===== src/rtl/sram_slot_scheduler_if.sv =====
// Signal bundle between the SRAM slot scheduler, its video/host clients and the SRAM pins.
// The slave modport is the scheduler's view; the master modport is the surrounding system.
interface sram_slot_scheduler_if #(
   parameter int ADDR_WIDTH = 18,
   parameter int DATA_WIDTH = 16
);
   logic [2:0]            pixelClockPhase;
   logic                  videoReadReq;
   logic [ADDR_WIDTH-1:0] videoReadAddr;
   logic [DATA_WIDTH-1:0] videoReadData;
   logic                  videoReadValid;
   logic                  hostReq;
   logic                  hostWe;
   logic [ADDR_WIDTH-1:0] hostAddr;
   logic [DATA_WIDTH-1:0] hostWData;
   logic [DATA_WIDTH-1:0] hostRData;
   logic                  hostAck;
   logic [ADDR_WIDTH-1:0] sramAddr;
   logic [DATA_WIDTH-1:0] sramDataOut;
   logic                  sramDataOe;
   logic [DATA_WIDTH-1:0] sramDataIn;
   logic                  sramCe_n;
   logic                  sramOe_n;
   logic                  sramWe_n;
   logic                  phaseError;

   modport slave (
      input  pixelClockPhase, videoReadReq, videoReadAddr,
      input  hostReq, hostWe, hostAddr, hostWData, sramDataIn,
      output videoReadData, videoReadValid, hostRData, hostAck,
      output sramAddr, sramDataOut, sramDataOe, sramCe_n, sramOe_n, sramWe_n,
      output phaseError
   );

   modport master (
      output pixelClockPhase, videoReadReq, videoReadAddr,
      output hostReq, hostWe, hostAddr, hostWData, sramDataIn,
      input  videoReadData, videoReadValid, hostRData, hostAck,
      input  sramAddr, sramDataOut, sramDataOe, sramCe_n, sramOe_n, sramWe_n,
      input  phaseError
   );
endinterface


===== src/rtl/sram_slot_scheduler.sv =====
// Time-slot SRAM scheduler: each 6-phase pixel period carries a fixed video read window
// (phases 0-2) and a host read/write window (phases 3-5), with turnaround cycles between
// them. A break in the phase sequence aborts the current access and latches phaseError.
module sram_slot_scheduler #(
   parameter int ADDR_WIDTH = 18,
   parameter int DATA_WIDTH = 16
) (
   input logic                  pixelClockX6,
   input logic                  nReset,
   sram_slot_scheduler_if.slave bus
);

   typedef enum logic [2:0] {
      IDLE,
      VID_RD,
      HOST_RD,
      HOST_WR_ASSERT,
      HOST_WR_HOLD
   } state_t;

   state_t                state_q, state_d;
   logic [ADDR_WIDTH-1:0] sram_addr_q, sram_addr_d;
   logic [DATA_WIDTH-1:0] sram_dout_q, sram_dout_d;
   logic                  sram_doe_q, sram_doe_d;
   logic                  sram_ce_n_q, sram_ce_n_d;
   logic                  sram_oe_n_q, sram_oe_n_d;
   logic                  sram_we_n_q, sram_we_n_d;
   logic [DATA_WIDTH-1:0] video_data_q, video_data_d;
   logic                  video_valid_q, video_valid_d;
   logic [DATA_WIDTH-1:0] host_rdata_q, host_rdata_d;
   logic                  host_ack_q, host_ack_d;
   logic                  phase_error_q, phase_error_d;
   logic [2:0]            prev_phase_q, prev_phase_d;
   logic                  ref_valid_q, ref_valid_d;

   logic [2:0] phase;
   logic [2:0] expected_phase;
   logic       phase_fault;

   assign phase          = bus.pixelClockPhase;
   assign expected_phase = (prev_phase_q == 3'd5) ? 3'd0 : prev_phase_q + 3'd1;
   // The first edge after reset only establishes the reference phase.
   assign phase_fault    = ref_valid_q && ((phase > 3'd5) || (phase != expected_phase));

   // Next-state and next-output logic for the slot FSM and the phase checker.
   always_comb begin
      state_d       = state_q;
      sram_addr_d   = sram_addr_q;
      sram_dout_d   = sram_dout_q;
      sram_doe_d    = sram_doe_q;
      sram_ce_n_d   = sram_ce_n_q;
      sram_oe_n_d   = sram_oe_n_q;
      sram_we_n_d   = sram_we_n_q;
      video_data_d  = video_data_q;
      video_valid_d = 1'b0;
      host_rdata_d  = host_rdata_q;
      host_ack_d    = 1'b0;
      phase_error_d = phase_error_q;
      prev_phase_d  = phase;
      ref_valid_d   = 1'b1;

      if (phase_fault) begin
         // Release the bus on the faulting edge; a pending host request simply
         // stays high and is picked up again at the next good phase-3 edge.
         phase_error_d = 1'b1;
         state_d       = IDLE;
         sram_ce_n_d   = 1'b1;
         sram_oe_n_d   = 1'b1;
         sram_we_n_d   = 1'b1;
         sram_doe_d    = 1'b0;
      end else begin
         case (state_q)
            IDLE: begin
               if (phase == 3'd0 && bus.videoReadReq) begin
                  state_d     = VID_RD;
                  sram_addr_d = bus.videoReadAddr;
                  sram_ce_n_d = 1'b0;
                  sram_oe_n_d = 1'b0;
               end else if (phase == 3'd3 && bus.hostReq) begin
                  sram_addr_d = bus.hostAddr;
                  sram_ce_n_d = 1'b0;
                  if (bus.hostWe) begin
                     state_d     = HOST_WR_ASSERT;
                     sram_dout_d = bus.hostWData;
                     sram_doe_d  = 1'b1;
                     sram_we_n_d = 1'b0;
                  end else begin
                     state_d     = HOST_RD;
                     sram_oe_n_d = 1'b0;
                  end
               end
            end
            VID_RD: begin
               if (phase == 3'd2) begin
                  state_d       = IDLE;
                  video_data_d  = bus.sramDataIn;
                  video_valid_d = 1'b1;
                  sram_ce_n_d   = 1'b1;
                  sram_oe_n_d   = 1'b1;
               end
            end
            HOST_WR_ASSERT: begin
               // Write edge on WE rising; address and data stay for one hold cycle.
               if (phase == 3'd4) begin
                  state_d     = HOST_WR_HOLD;
                  sram_we_n_d = 1'b1;
               end
            end
            HOST_RD, HOST_WR_HOLD: begin
               if (phase == 3'd5) begin
                  state_d     = IDLE;
                  sram_ce_n_d = 1'b1;
                  sram_oe_n_d = 1'b1;
                  sram_we_n_d = 1'b1;
                  sram_doe_d  = 1'b0;
                  host_ack_d  = 1'b1;
                  if (state_q == HOST_RD) begin
                     host_rdata_d = bus.sramDataIn;
                  end
               end
            end
            default: begin
               state_d     = IDLE;
               sram_ce_n_d = 1'b1;
               sram_oe_n_d = 1'b1;
               sram_we_n_d = 1'b1;
               sram_doe_d  = 1'b0;
            end
         endcase
      end
   end

   // State and registered outputs; reset releases the SRAM bus immediately.
   always_ff @(posedge pixelClockX6 or negedge nReset) begin
      if (!nReset) begin
         state_q       <= IDLE;
         sram_addr_q   <= '0;
         sram_dout_q   <= '0;
         sram_doe_q    <= 1'b0;
         sram_ce_n_q   <= 1'b1;
         sram_oe_n_q   <= 1'b1;
         sram_we_n_q   <= 1'b1;
         video_data_q  <= '0;
         video_valid_q <= 1'b0;
         host_rdata_q  <= '0;
         host_ack_q    <= 1'b0;
         phase_error_q <= 1'b0;
         prev_phase_q  <= 3'd0;
         ref_valid_q   <= 1'b0;
      end else begin
         state_q       <= state_d;
         sram_addr_q   <= sram_addr_d;
         sram_dout_q   <= sram_dout_d;
         sram_doe_q    <= sram_doe_d;
         sram_ce_n_q   <= sram_ce_n_d;
         sram_oe_n_q   <= sram_oe_n_d;
         sram_we_n_q   <= sram_we_n_d;
         video_data_q  <= video_data_d;
         video_valid_q <= video_valid_d;
         host_rdata_q  <= host_rdata_d;
         host_ack_q    <= host_ack_d;
         phase_error_q <= phase_error_d;
         prev_phase_q  <= prev_phase_d;
         ref_valid_q   <= ref_valid_d;
      end
   end

   assign bus.sramAddr       = sram_addr_q;
   assign bus.sramDataOut    = sram_dout_q;
   assign bus.sramDataOe     = sram_doe_q;
   assign bus.sramCe_n       = sram_ce_n_q;
   assign bus.sramOe_n       = sram_oe_n_q;
   assign bus.sramWe_n       = sram_we_n_q;
   assign bus.videoReadData  = video_data_q;
   assign bus.videoReadValid = video_valid_q;
   assign bus.hostRData      = host_rdata_q;
   assign bus.hostAck        = host_ack_q;
   assign bus.phaseError     = phase_error_q;

endmodule


===== src/flat_wrapper.sv =====
// flat-port wrapper written by rule: the top's interface ports become plain ports
module sram_slot_scheduler_flat 
#(
   parameter int ADDR_WIDTH = 18,
   parameter int DATA_WIDTH = 16
)
  (pixelClockX6, nReset, bus_pixelClockPhase, bus_videoReadReq, bus_videoReadAddr, bus_hostReq, bus_hostWe, bus_hostAddr, bus_hostWData, bus_sramDataIn, bus_videoReadData, bus_videoReadValid, bus_hostRData, bus_hostAck, bus_sramAddr, bus_sramDataOut, bus_sramDataOe, bus_sramCe_n, bus_sramOe_n, bus_sramWe_n, bus_phaseError);
  sram_slot_scheduler_if #(.ADDR_WIDTH(ADDR_WIDTH), .DATA_WIDTH(DATA_WIDTH)) bus_i ();
  input logic pixelClockX6;
  input logic nReset;
  input wire logic [$bits(bus_i.pixelClockPhase)-1:0] bus_pixelClockPhase;
  input wire logic [$bits(bus_i.videoReadReq)-1:0] bus_videoReadReq;
  input wire logic [$bits(bus_i.videoReadAddr)-1:0] bus_videoReadAddr;
  input wire logic [$bits(bus_i.hostReq)-1:0] bus_hostReq;
  input wire logic [$bits(bus_i.hostWe)-1:0] bus_hostWe;
  input wire logic [$bits(bus_i.hostAddr)-1:0] bus_hostAddr;
  input wire logic [$bits(bus_i.hostWData)-1:0] bus_hostWData;
  input wire logic [$bits(bus_i.sramDataIn)-1:0] bus_sramDataIn;
  output wire logic [$bits(bus_i.videoReadData)-1:0] bus_videoReadData;
  output wire logic [$bits(bus_i.videoReadValid)-1:0] bus_videoReadValid;
  output wire logic [$bits(bus_i.hostRData)-1:0] bus_hostRData;
  output wire logic [$bits(bus_i.hostAck)-1:0] bus_hostAck;
  output wire logic [$bits(bus_i.sramAddr)-1:0] bus_sramAddr;
  output wire logic [$bits(bus_i.sramDataOut)-1:0] bus_sramDataOut;
  output wire logic [$bits(bus_i.sramDataOe)-1:0] bus_sramDataOe;
  output wire logic [$bits(bus_i.sramCe_n)-1:0] bus_sramCe_n;
  output wire logic [$bits(bus_i.sramOe_n)-1:0] bus_sramOe_n;
  output wire logic [$bits(bus_i.sramWe_n)-1:0] bus_sramWe_n;
  output wire logic [$bits(bus_i.phaseError)-1:0] bus_phaseError;
  assign bus_i.pixelClockPhase = bus_pixelClockPhase;
  assign bus_i.videoReadReq = bus_videoReadReq;
  assign bus_i.videoReadAddr = bus_videoReadAddr;
  assign bus_i.hostReq = bus_hostReq;
  assign bus_i.hostWe = bus_hostWe;
  assign bus_i.hostAddr = bus_hostAddr;
  assign bus_i.hostWData = bus_hostWData;
  assign bus_i.sramDataIn = bus_sramDataIn;
  assign bus_videoReadData = bus_i.videoReadData;
  assign bus_videoReadValid = bus_i.videoReadValid;
  assign bus_hostRData = bus_i.hostRData;
  assign bus_hostAck = bus_i.hostAck;
  assign bus_sramAddr = bus_i.sramAddr;
  assign bus_sramDataOut = bus_i.sramDataOut;
  assign bus_sramDataOe = bus_i.sramDataOe;
  assign bus_sramCe_n = bus_i.sramCe_n;
  assign bus_sramOe_n = bus_i.sramOe_n;
  assign bus_sramWe_n = bus_i.sramWe_n;
  assign bus_phaseError = bus_i.phaseError;
  sram_slot_scheduler #(.ADDR_WIDTH(ADDR_WIDTH), .DATA_WIDTH(DATA_WIDTH)) u_core (.pixelClockX6(pixelClockX6), .nReset(nReset), .bus(bus_i));
endmodule

===== config.mk =====
export PLATFORM = sky130hd
export DESIGN_NAME = sram_slot_scheduler_flat
export DESIGN_NICKNAME = d
export VERILOG_FILES = /design/src/rtl/sram_slot_scheduler_if.sv /design/src/rtl/sram_slot_scheduler.sv /design/src/flat_wrapper.sv
export SDC_FILE = /design/constraint.sdc
export NUM_CORES = 1
export LEC_CHECK = 0
export ABC_AREA = 1
export CAP_MARGIN = 20
export CORE_MARGIN = 5
export CORE_UTILIZATION = 35
export DETAILED_ROUTE_END_ITERATION = 8
export PLACE_DENSITY = 0.68
export SLEW_MARGIN = 20
export SYNTH_ARGS = -nofsm -noshare
export SYNTH_HDL_FRONTEND = slang
export SYNTH_SLANG_ARGS = --single-unit

===== constraint.sdc =====
create_clock -name pixelClockX6 -period 4 [get_ports pixelClockX6]
set_input_delay 0.4 -clock pixelClockX6 [delete_from_list [all_inputs] [get_ports pixelClockX6]]
set_output_delay 0.4 -clock pixelClockX6 [all_outputs]
set_load 0.005 [all_outputs]

# [Word-level counts from Yosys, hierarchy flattened]
# Cells that the tools add are included.
# Widths: inputs -> output; s select.
[classes] addsub=1 n_mul=0 n_div=0 n_lt_le_gt_ge=1 n_eq_ne=21 shift=0 muxes=40 bitwise=2 n_reduce_logical=18
[ops] operator="$mux 18" count=2
[ops] operator="$mux 1" count=26
[ops] operator="$mux 3" count=7
[ops] operator="$reduce_and 5->1" count=3
[ops] operator="$eq 3x2->1 const B" count=4
[ops] operator="$eq 3x3->1 const B" count=4
[ops] operator="$ne 3x1->1 const B" count=4
[ops] operator="$pmux 1 s4" count=3
[ops] operator="$pmux 3 s4" count=1
[ops] operator="$reduce_and 4->1" count=3
[ops] operator="$logic_not 3->1" count=2
[ops] operator="$ne 2x1->1 const B" count=3
[ops] operator="$ne 3x2->1 const B" count=2
[ops] operator="$reduce_and 3->1" count=2
[ops] operator="$reduce_and 6->1" count=1
[ops] operator="$ne 4x1->1 const B" count=1
[ops] operator="$ne 4x2->1 const B" count=1
[ops] operator="$reduce_or 2->1" count=2
[ops] operator="$add 3x1->3 const B" count=1
[ops] operator="$eq 3x1->1 const B" count=1
[ops] operator="$gt 3x3->1 const B" count=1
[ops] operator="$logic_and 1x1->1" count=3
[ops] operator="$ne 3x3->1" count=1
[ops] operator="$pmux 1 s3" count=1
[ops] operator="other kinds (3)" count=4
[totals] register_bits=80 latchBits=0 ram_bits=0 romBits=0 wordCells=97 mem_count=0

# [Longest topological paths before layout]
[logic_depth] word_depth=7 mapped_depth=12

# [Worst setup path before layout]
# Ideal clock, no wire load.
[synth_path] kind="input-to-reg" startpoint="input port bus_pixelClockPhase[1]" endpoint="register u_core.sram_dout_q[10], in the netlist u_core.bus.sramDataOut[10]" t_arrival_ns=1.536 t_required_ns=3.884 path_slack_ns=2.347 path_stages=11 n_path_buf=1 path_cell_list="inv_1 -> nand2_1 -> nand3_1 -> nand3_2 -> o21bai_4 -> nand2_4 -> nor2_8 -> inv_2 -> buf_6 -> nand2_1 -> nand2_1"
[synth_via] elab_chain_cells=5 word_cells_on_any_way=11
[synth_rtl] element="start, declared" line="flat_wrapper.sv:11" rtl="input wire logic [$bits(bus_i.pixelClockPhase)-1:0] bus_pixelClockPhase;"
[synth_rtl] element="$gt 3x3->1 / $ne 3x3->1 (equally long branches)" line="sram_slot_scheduler.sv:43" rtl="assign phase_fault = ref_valid_q && ((phase > 3'd5) || (phase != expected_phase));"
[synth_rtl] element="$logic_or 1x1->1" line="sram_slot_scheduler.sv:43"
[synth_rtl] element="$logic_and 1x1->1" line="sram_slot_scheduler.sv:43"
[synth_rtl] element="$not 1->1 (no line)"
[synth_rtl] element="$reduce_and 5->1 (no line) (*)"
[synth_rtl] element="end signal, assigned" line="sram_slot_scheduler.sv:153" rtl="sram_dout_q <= sram_dout_d;"
[synth_rtl] element="end, declared" line="sram_slot_scheduler.sv:23" rtl="logic [DATA_WIDTH-1:0] sram_dout_q, sram_dout_d;"
# Mark *: on every way between the ends. The rest lies on a longest branch, timed or not.
# A chain may end at the register's enable or synchronous reset.

# [Worst setup path after layout]
[layout_path] startpoint="input port bus_pixelClockPhase[0]" endpoint="register u_core.sram_addr_q[12], in the netlist u_core.bus.sramAddr[12]"
[layout_via] elab_chain_cells=5 word_cells_on_any_way=12
[layout_rtl] element="$gt 3x3->1 / $ne 3x3->1 (equally long branches)" line="sram_slot_scheduler.sv:43"
[layout_rtl] element="$logic_or 1x1->1" line="sram_slot_scheduler.sv:43"
[layout_rtl] element="$logic_and 1x1->1" line="sram_slot_scheduler.sv:43"
[layout_rtl] element="$not 1->1 (no line)"
[layout_rtl] element="$reduce_and 3->1 (no line)"
[layout_rtl] element="end signal, assigned" line="sram_slot_scheduler.sv:152" rtl="sram_addr_q <= sram_addr_d;"
[layout_rtl] element="end, declared" line="sram_slot_scheduler.sv:22" rtl="logic [ADDR_WIDTH-1:0] sram_addr_q, sram_addr_d;"
# Several ways; a longest one is shown, not always the timed one.

==> results.env <==
STATUS='finished clean'
FINAL_ANTENNA_NET_COUNT=0
WORST_CLOCK_SKEW_NS=0.009542
FLOORPLAN_CORE_AREA_SQ_MM=0.009729
DR.PASS1.ITERS=4
RR_ENDPOINT='u_core.bus.sramDataOut[5]'
GRTUSAGETOTAL=0.1642
DETAIL_ROUTE.WL_PER_CELL_MICRONS=14.35
START_UTIL=0.3571
CPPEAKSTAGEDELAY_NS=0.70
PATH_CELLS='clkdlybuf4s50_1 -> nor2_1 -> nand3_1 -> inv_1 -> nor2_1 -> buf_4 -> nor2_8 -> o211ai_1 -> nand2_1'
CRITICAL_PATH.MAX_FANOUT=21
ROUTE.DETAILED.DRC=0
TIGHTESTPINTRANSITION_NS=0.7186
MAX_CAP_VIOL_COUNT=0
DIEAREA_SQ_MM=0.01202
SLOWEST_STAGE='inv_1'
DRT-TOTAL-WL_MICRONS=9628
CLK_LATENCY_NS=0.34
SYNTH.FF_LATCH_COUNT=80
REQUIRED_NS=4.29
CTS_ROOT_BUF='clkbuf_8'
HP-CLASS='in -> async'
DIEWIDTH_MICRONS=109.6
STDCELL_COUNT=671
SYNTH-ASYNC-RESET-RATIO=1.000
HPWL_MICRONS=7034
PATH_CLK_SLEW_NS=0.08
TNS_NS=0
NETLIST-CELL-TYPE-COUNT=24
FF2FF_PATH_DEPTH=10
SYNTH.AVG_CELL_AREA_SQ_UM=8.932
GRT_SETUP_UNREPAIRED='no'
CTS_BUFFERS=9
HTREE_NUM_LEVELS=3
PLACEMENT.IO_BUFFERS=148
YS_SEQ_AREA_FRAC=0.5772
YS_TOP_CELLS_BY_AREA='dfrtp_1, nand2_1, o21ai_0'
LAYOUT_WORST_PATH_CYCLE_SHARE=0.7033
DESIGN.PORTCOUNT=149
SYNTH_FF_TYPE='dfrtp_1'
DRT-INITIAL-DRC-COUNT=154
GRT_PASS1_WL_MICRONS=15350
MAX-CLOCK-PATH-BUFFERS=2
SLEW_HEADROOM=0.5209
SYNTH_EDF_COUNT=0
VIASPERCELL=4.601
FINAL_HOLD_VIOL_COUNT=0
TIMING.FINAL.SETUP_VIOLATIONS=0
FLOORPLAN.ROWS=36
GRT.OVERFLOW.TOTAL=0
TIMING.SETUP.CRITICAL_PATH_CLASS='in -> reg'
MAPPEDNETLISTAREA_SQ_MM=0.003475
YOSYSWARNINGS=0
TRITONCTS='yes'
POST-SYNTH-TOP-AREA-CELL='dfrtp_1'
FINAL_MAX_SLEW_VIOL_COUNT=0
POSTSYNTHNETCOUNT=465
GLOBALPLACE.CONGESTION=0.8337
GRT_START_MAX_NET_PINS=81
POST_ROUTE_CELLS_DRIVE_ABOVE_1_SHARE=0.08736
CP.ARRIVAL_NS=3.10
SYNTH_TOP_AREA_FRAC=0.5546
NUM_CLOCK_SINKS=80
P_LEAK_nW=2.486
PLACE_INST=656
ANTENNA_CELLS_INSERTED=0
VIA_COUNT_OF_THE_ROUTED_DESIGN=3087
FF2FF_SETUP_SLACK_NS=1.87
WORST_R2R_STARTPOINT='u_core.prev_phase_q[0]'
POST_CTS_BUFFERS=0
ACHIEVABLE-FREQUENCY_MHz=355.4
SYNTHCELLS=389
POST_CTS.RESIZED_INSTANCES=0
STARTPOINT_KIND_OF_THE_WORST_SETUP_TIMING_PATH='input port'
WORST_IR_DROP_VDD_mV=0.2536
MOST-COMMON-LAYOUT-CELLS='clkdlybuf4s50_1, nand2_1, dfrtp_1, o21ai_0, inv_1'
LAYOUT_COMMONEST_CELL='clkdlybuf4s50_1'
P_PER_AREA_mW_PER_MM2=574.9
AREA_GROWTH_SYN_TO_LAYOUT_PCT=51.64
FIN_NETS=610
FINAL.MIN_CLOCK_PERIOD_NS=2.813
DIE_HEIGHT_MICRONS=109.6
FIRST_GLOBAL_VIAS=3136
CP-END-KIND='flop'
CTS.HOLD.BUFFERS_ADDED=0
ANTENNA_FOUND_INITIAL=0
CP_COMMON_CELL='nor2_1'
[routing by layer]
| metal | part of all wire | GRT usage | vias up | routed length (microns) |
|---|---|---|---|---|
| met5 | 0 | 0 | - | 0 |
| met4 | 0.011 | 0.04363 | 0 | 104 |
| met3 | 0.098 | 0.06929 | 9 | 941 |
| met2 | 0.48 | 0.2716 | 116 | 4632 |
| met1 | 0.41 | 0.1969 | 1429 | 3950 |
| li1 | - | - | 1533 | - |
[area by class of cell]
type / count / area [sq um]
tap: 133 / 166.4
clock buffer: 9 / 123.9
multi-input combinational: 256 / 1247
inverter: 36 / 135.1
sequential: 80 / 2006
fill: 914 / 4461
clock inverter: 6 / 85.08
timing repair buffer: 151 / 1505
[power by group]
part           total, mW  switching (mW)  internal (mW)  leakage, nW
combinational       1.13           0.469          0.664         1.36
sequential          1.26           0.161           1.10         1.03
clock              0.638           0.292          0.346        0.101
[kinds of logic (layout without fill, tap and decap cells)]
group           after synthesis  in the layout  synth area share
simple gates                181            181            0.2326
other cells                   1              1          0.001079
buf+inv                      53            202           0.06374
flops                        80             80            0.5772
xor+xnor                      1              1          0.002521
compound gates               73             73            0.1228
[cell usage after synthesis (all sizes together) (3+ instances only)]
| library cell | n |
|---|---|
| buf | 6 |
| nor3 | 4 |
| nand3 | 15 |
| or2 | 19 |
| dfstp | 3 |
| nor2 | 11 |
| inv | 36 |
| nand2 | 127 |
| o211ai | 19 |
| nand4 | 4 |
| clkbuf | 11 |
| o21ai | 51 |
| dfrtp | 77 |
[state kept, by name, indices dropped and copies added (netlist names)]
| register | flops |
|---|---|
| u_core.bus.videoReadData | 16 |
| u_core.bus.sramOe_n | 1 |
| u_core.bus.sramCe_n | 1 |
| u_core.bus.sramWe_n | 1 |
| u_core.bus.sramDataOut | 16 |
| u_core.bus.phaseError | 1 |
| u_core.bus.sramAddr | 18 |
| u_core.prev_phase_q | 3 |
| u_core.ref_valid_q | 1 |
| u_core.bus.videoReadValid | 1 |
| u_core.bus.sramDataOe | 1 |
| u_core.bus.hostAck | 1 |
| u_core.state_q | 3 |
| u_core.bus.hostRData | 16 |
[worst max-delay path: cells and delay by family]
| kind | cells | cell delay (ns) |
|---|---|---|
| buffers and inverters | 3 | 1.45 |
| AND/OR/NAND/NOR | 5 | 1.07 |
| AO/OA/AOI/OAI | 1 | 0.15 |
[worst max-delay path by stage]
stage,start,endpoint,cells past startpoint
after floorplan,bus_pixelClockPhase[1],u_core.bus.sramDataOut[10],11
after global placement,bus_pixelClockPhase[0],u_core.bus.sramAddr[1],9
after detailed placement,bus_pixelClockPhase[0],u_core.bus.sramAddr[6],9
after CTS,bus_pixelClockPhase[0],u_core.bus.sramAddr[12],9
after global routing,bus_pixelClockPhase[0],u_core.bus.sramAddr[10],9
final,bus_pixelClockPhase[0],u_core.bus.sramAddr[12],9
[through the flow]
| step | power [mW] | hold WS [ns] | util | setup slack (ns) | cell area [sq um] |
|---|---|---|---|---|---|
| 2_1_floorplan | 1.654 | 0.1044 | - | 2.347 | 3475 |
| 3_3_place_gp | 2.392 | 0.4529 | 0.5197 | 0.9695 | 5056 |
| 3_5_place_dp | 2.420 | 0.4597 | 0.5197 | 0.8399 | 5056 |
| 4_1_cts | 3.077 | 0.2519 | 0.5412 | 1.189 | 5265 |
| 5_1_grt | 3.256 | 0.1193 | 0.5415 | 0.9472 | 5269 |
| 6_report | 3.029 | 0.07725 | 0.5415 | 1.187 | 5269 |
Power figures use the tool's default switching activity.
==> patch, RTL diff (same settings) <==
`ADDR_WIDTH` is set to 18 in 3 places; all go to 36.
--- a/src/rtl/sram_slot_scheduler_if.sv
+++ b/src/rtl/sram_slot_scheduler_if.sv
@@ -3,3 +3,3 @@
 interface sram_slot_scheduler_if #(
-   parameter int ADDR_WIDTH = 18,
+   parameter int ADDR_WIDTH = 36,
    parameter int DATA_WIDTH = 16
--- a/src/rtl/sram_slot_scheduler.sv
+++ b/src/rtl/sram_slot_scheduler.sv
@@ -4,3 +4,3 @@
 module sram_slot_scheduler #(
-   parameter int ADDR_WIDTH = 18,
+   parameter int ADDR_WIDTH = 36,
    parameter int DATA_WIDTH = 16
--- a/src/flat_wrapper.sv
+++ b/src/flat_wrapper.sv
@@ -3,3 +3,3 @@
 #(
-   parameter int ADDR_WIDTH = 18,
+   parameter int ADDR_WIDTH = 36,
    parameter int DATA_WIDTH = 16
Interface: changed (resized bus_hostAddr, bus_sramAddr and bus_videoReadAddr); port bits go from 149 to 203. The function was not compared with the original's and may differ.
==> patch against the unedited design <==
  * Routed wire length increased by 32%
  * Design area increased by 30%
  * Area after synthesis increased by 27%
  * Largest power group unchanged
  * Fmax increased by 15%
  * Sequential cell count increased by 18
  * Power increased by 33%
  * Setup slack improved by 380 ps
  * Clock skew decreased by 1.2 ps
  * Highest routed layer unchanged
==> patch: results (changes against the unedited design) <==
[final_layout]
nets = 795  ; was 610
n_fill_cell = 1142  ; was 914
drive_gt1_share_pct = 11.2  ; was 8.74%
largest_reg_flops = 36  ; was 18

[critical_path]
cpMaxStageDelayCell = clkdlybuf4s50_1  ; was inv_1
path_delay_family = buffers and inverters  ; unchanged
arrival_ps = 2660  ; was 3100 ps
r2r_setup_slack_ps = 1780  ; was 1870 ps
path_max_fanout = 38  ; was 21
slowest_delay_ps = 590  ; was 700 ps

[run_status]
outcome = finished, final reports clean  ; unchanged

[yosys]
synth_xor_area_share_pct = 0.199  ; was 0.252%
synth-compound-area-share_pct = 17.1  ; was 12.3%
synth_mux_area_share_pct = 0  ; unchanged
synth_nets = 602  ; was 465
synthAdderAreaFrac_pct = 0  ; unchanged
ys_types = 24  ; unchanged
synthTopCellsByCount = 113 x nand2_1, 95 x dfrtp_1, 71 x o21ai_0, 46 x inv_1  ; was 126 x nand2_1, 77 x dfrtp_1, 51 x o21ai_0, 35 x inv_1
ys_seq_area_share_pct = 55.8  ; was 57.7%
synthArstFlopShare_pct = 100  ; unchanged
synthTopCellsByArea = dfrtp_1 54%, nand2_1 9.6%, o21ai_0 8.1%, o211ai_1 6.3%, or2_2 5.3%  ; was dfrtp_1 55%, nand2_1 14%, o21ai_0 7.3%, o211ai_1 4.1%, inv_1 3.8%

[sta]
finalSetupTns_ps = 0  ; unchanged
fin_skew_ps = 8.38  ; was 9.54 ps
setup_ws_ps = 1560  ; was 1190 ps
worstMarginPinSlew_ps = 975  ; was 719 ps

[place]
dp_hpwl_um = 9460  ; was 7030 um
place_congestion = 0.837  ; was 0.834
numPortBuffers = 202  ; was 148
dp_slack_ps = 1240  ; was 840 ps

[clock_network]
cts_inserted_buffers = 9  ; unchanged
clkTransAtPathRegs_ps = 70
clk-insertion-delay-late_ps = 340  ; about the same
cts_root_buffer = clkbuf_16  ; was clkbuf_8

[global_routing]
antenna_found_initial = 0  ; unchanged
grt_use_total_pct = 17.2  ; was 16.4%
grt_pass1_vias = 4202  ; was 3136
grt_max_degree = 77  ; was 81
grt_pass1_wl_um = 20500  ; was 15300 um

[pwr]
peakVddDrop_mv = 0.205  ; was 0.254 mV
total_leakage_power_nw = 3.10  ; was 2.49 nW

[route]
drt-initial-drc-count = 229  ; was 154
routedWlPerCell_um = 14.8  ; was 14.3 um
via_count = 4025  ; was 3087

[run]
cap_violations = 0  ; unchanged

-- patch: changes by cell type in the layout (fill, tap and decap cells not counted), sizes merged, moves of 13 or more --
cell and delta:
o21ai +36, or2 +18, dfrtp +18, clkdlybuf4s50 +54
o211ai +18, nand2 -13
-- patch: per-layer routing --
| metal | wire (um) | track usage, % |
|---|---|---|
| met2 | 6260 | 28.2 |
| met4 | 353 | 7.21 |
| met1 | 5320 | 21.5 |
| met3 | 789 | 4.46 |
| met5 | 0 | 0 |
-- patch: path summary, 6_finish.rpt --
check / end / from / depth (start not counted)
min in group pixelClockX6: u_core.bus.sramOe_n / u_core.bus.sramOe_n / 2
max in group asynchronous: u_core.bus.sramDataOut[0] / nReset / 2
max: u_core.state_q[2] / bus_pixelClockPhase[2] / 12
max reg2reg: u_core.bus.sramAddr[9] / u_core.prev_phase_q[0] / 10
min: u_core.bus.hostRData[1] / nReset / 1
min reg2reg: u_core.bus.sramOe_n / u_core.bus.sramOe_n / 2
-- patch: area by class of cell --
type                            instances  area [um2]  share of cell area, %
Sequential cell                        98        2460                   35.7
Timing Repair Buffer                  210        2080                   30.3
Multi-Input combinational cell        316        1640                   23.9
Clock buffer                           12         246                   3.59
Tap cell                              172         215                   3.13
Inverter                               48         180                   2.62
Clock inverter                          4        52.6                  0.765
-- patch: metrics by stage --
stage                     power (W)  instances  utilization [%]  hold WS, ps  area (um2)
after floorplan             0.00212        490                -          104        4400
after global placement      0.00316        844             52.7          460        6570
final                       0.00402        860             55.1          197        6870
after CTS                   0.00408        860             55.1          254        6870
after detailed placement    0.00319        844             52.7          459        6570
after global routing        0.00430        860             55.1          285        6870
-- patch: power by group --
group	leakage, nW	total, W	internal, W	switching, W
registers	1.25	0.00159	0.00138	0.000208
logic	1.71	0.00156	0.000919	0.000644
clock network	0.147	0.000868	0.000504	0.000365
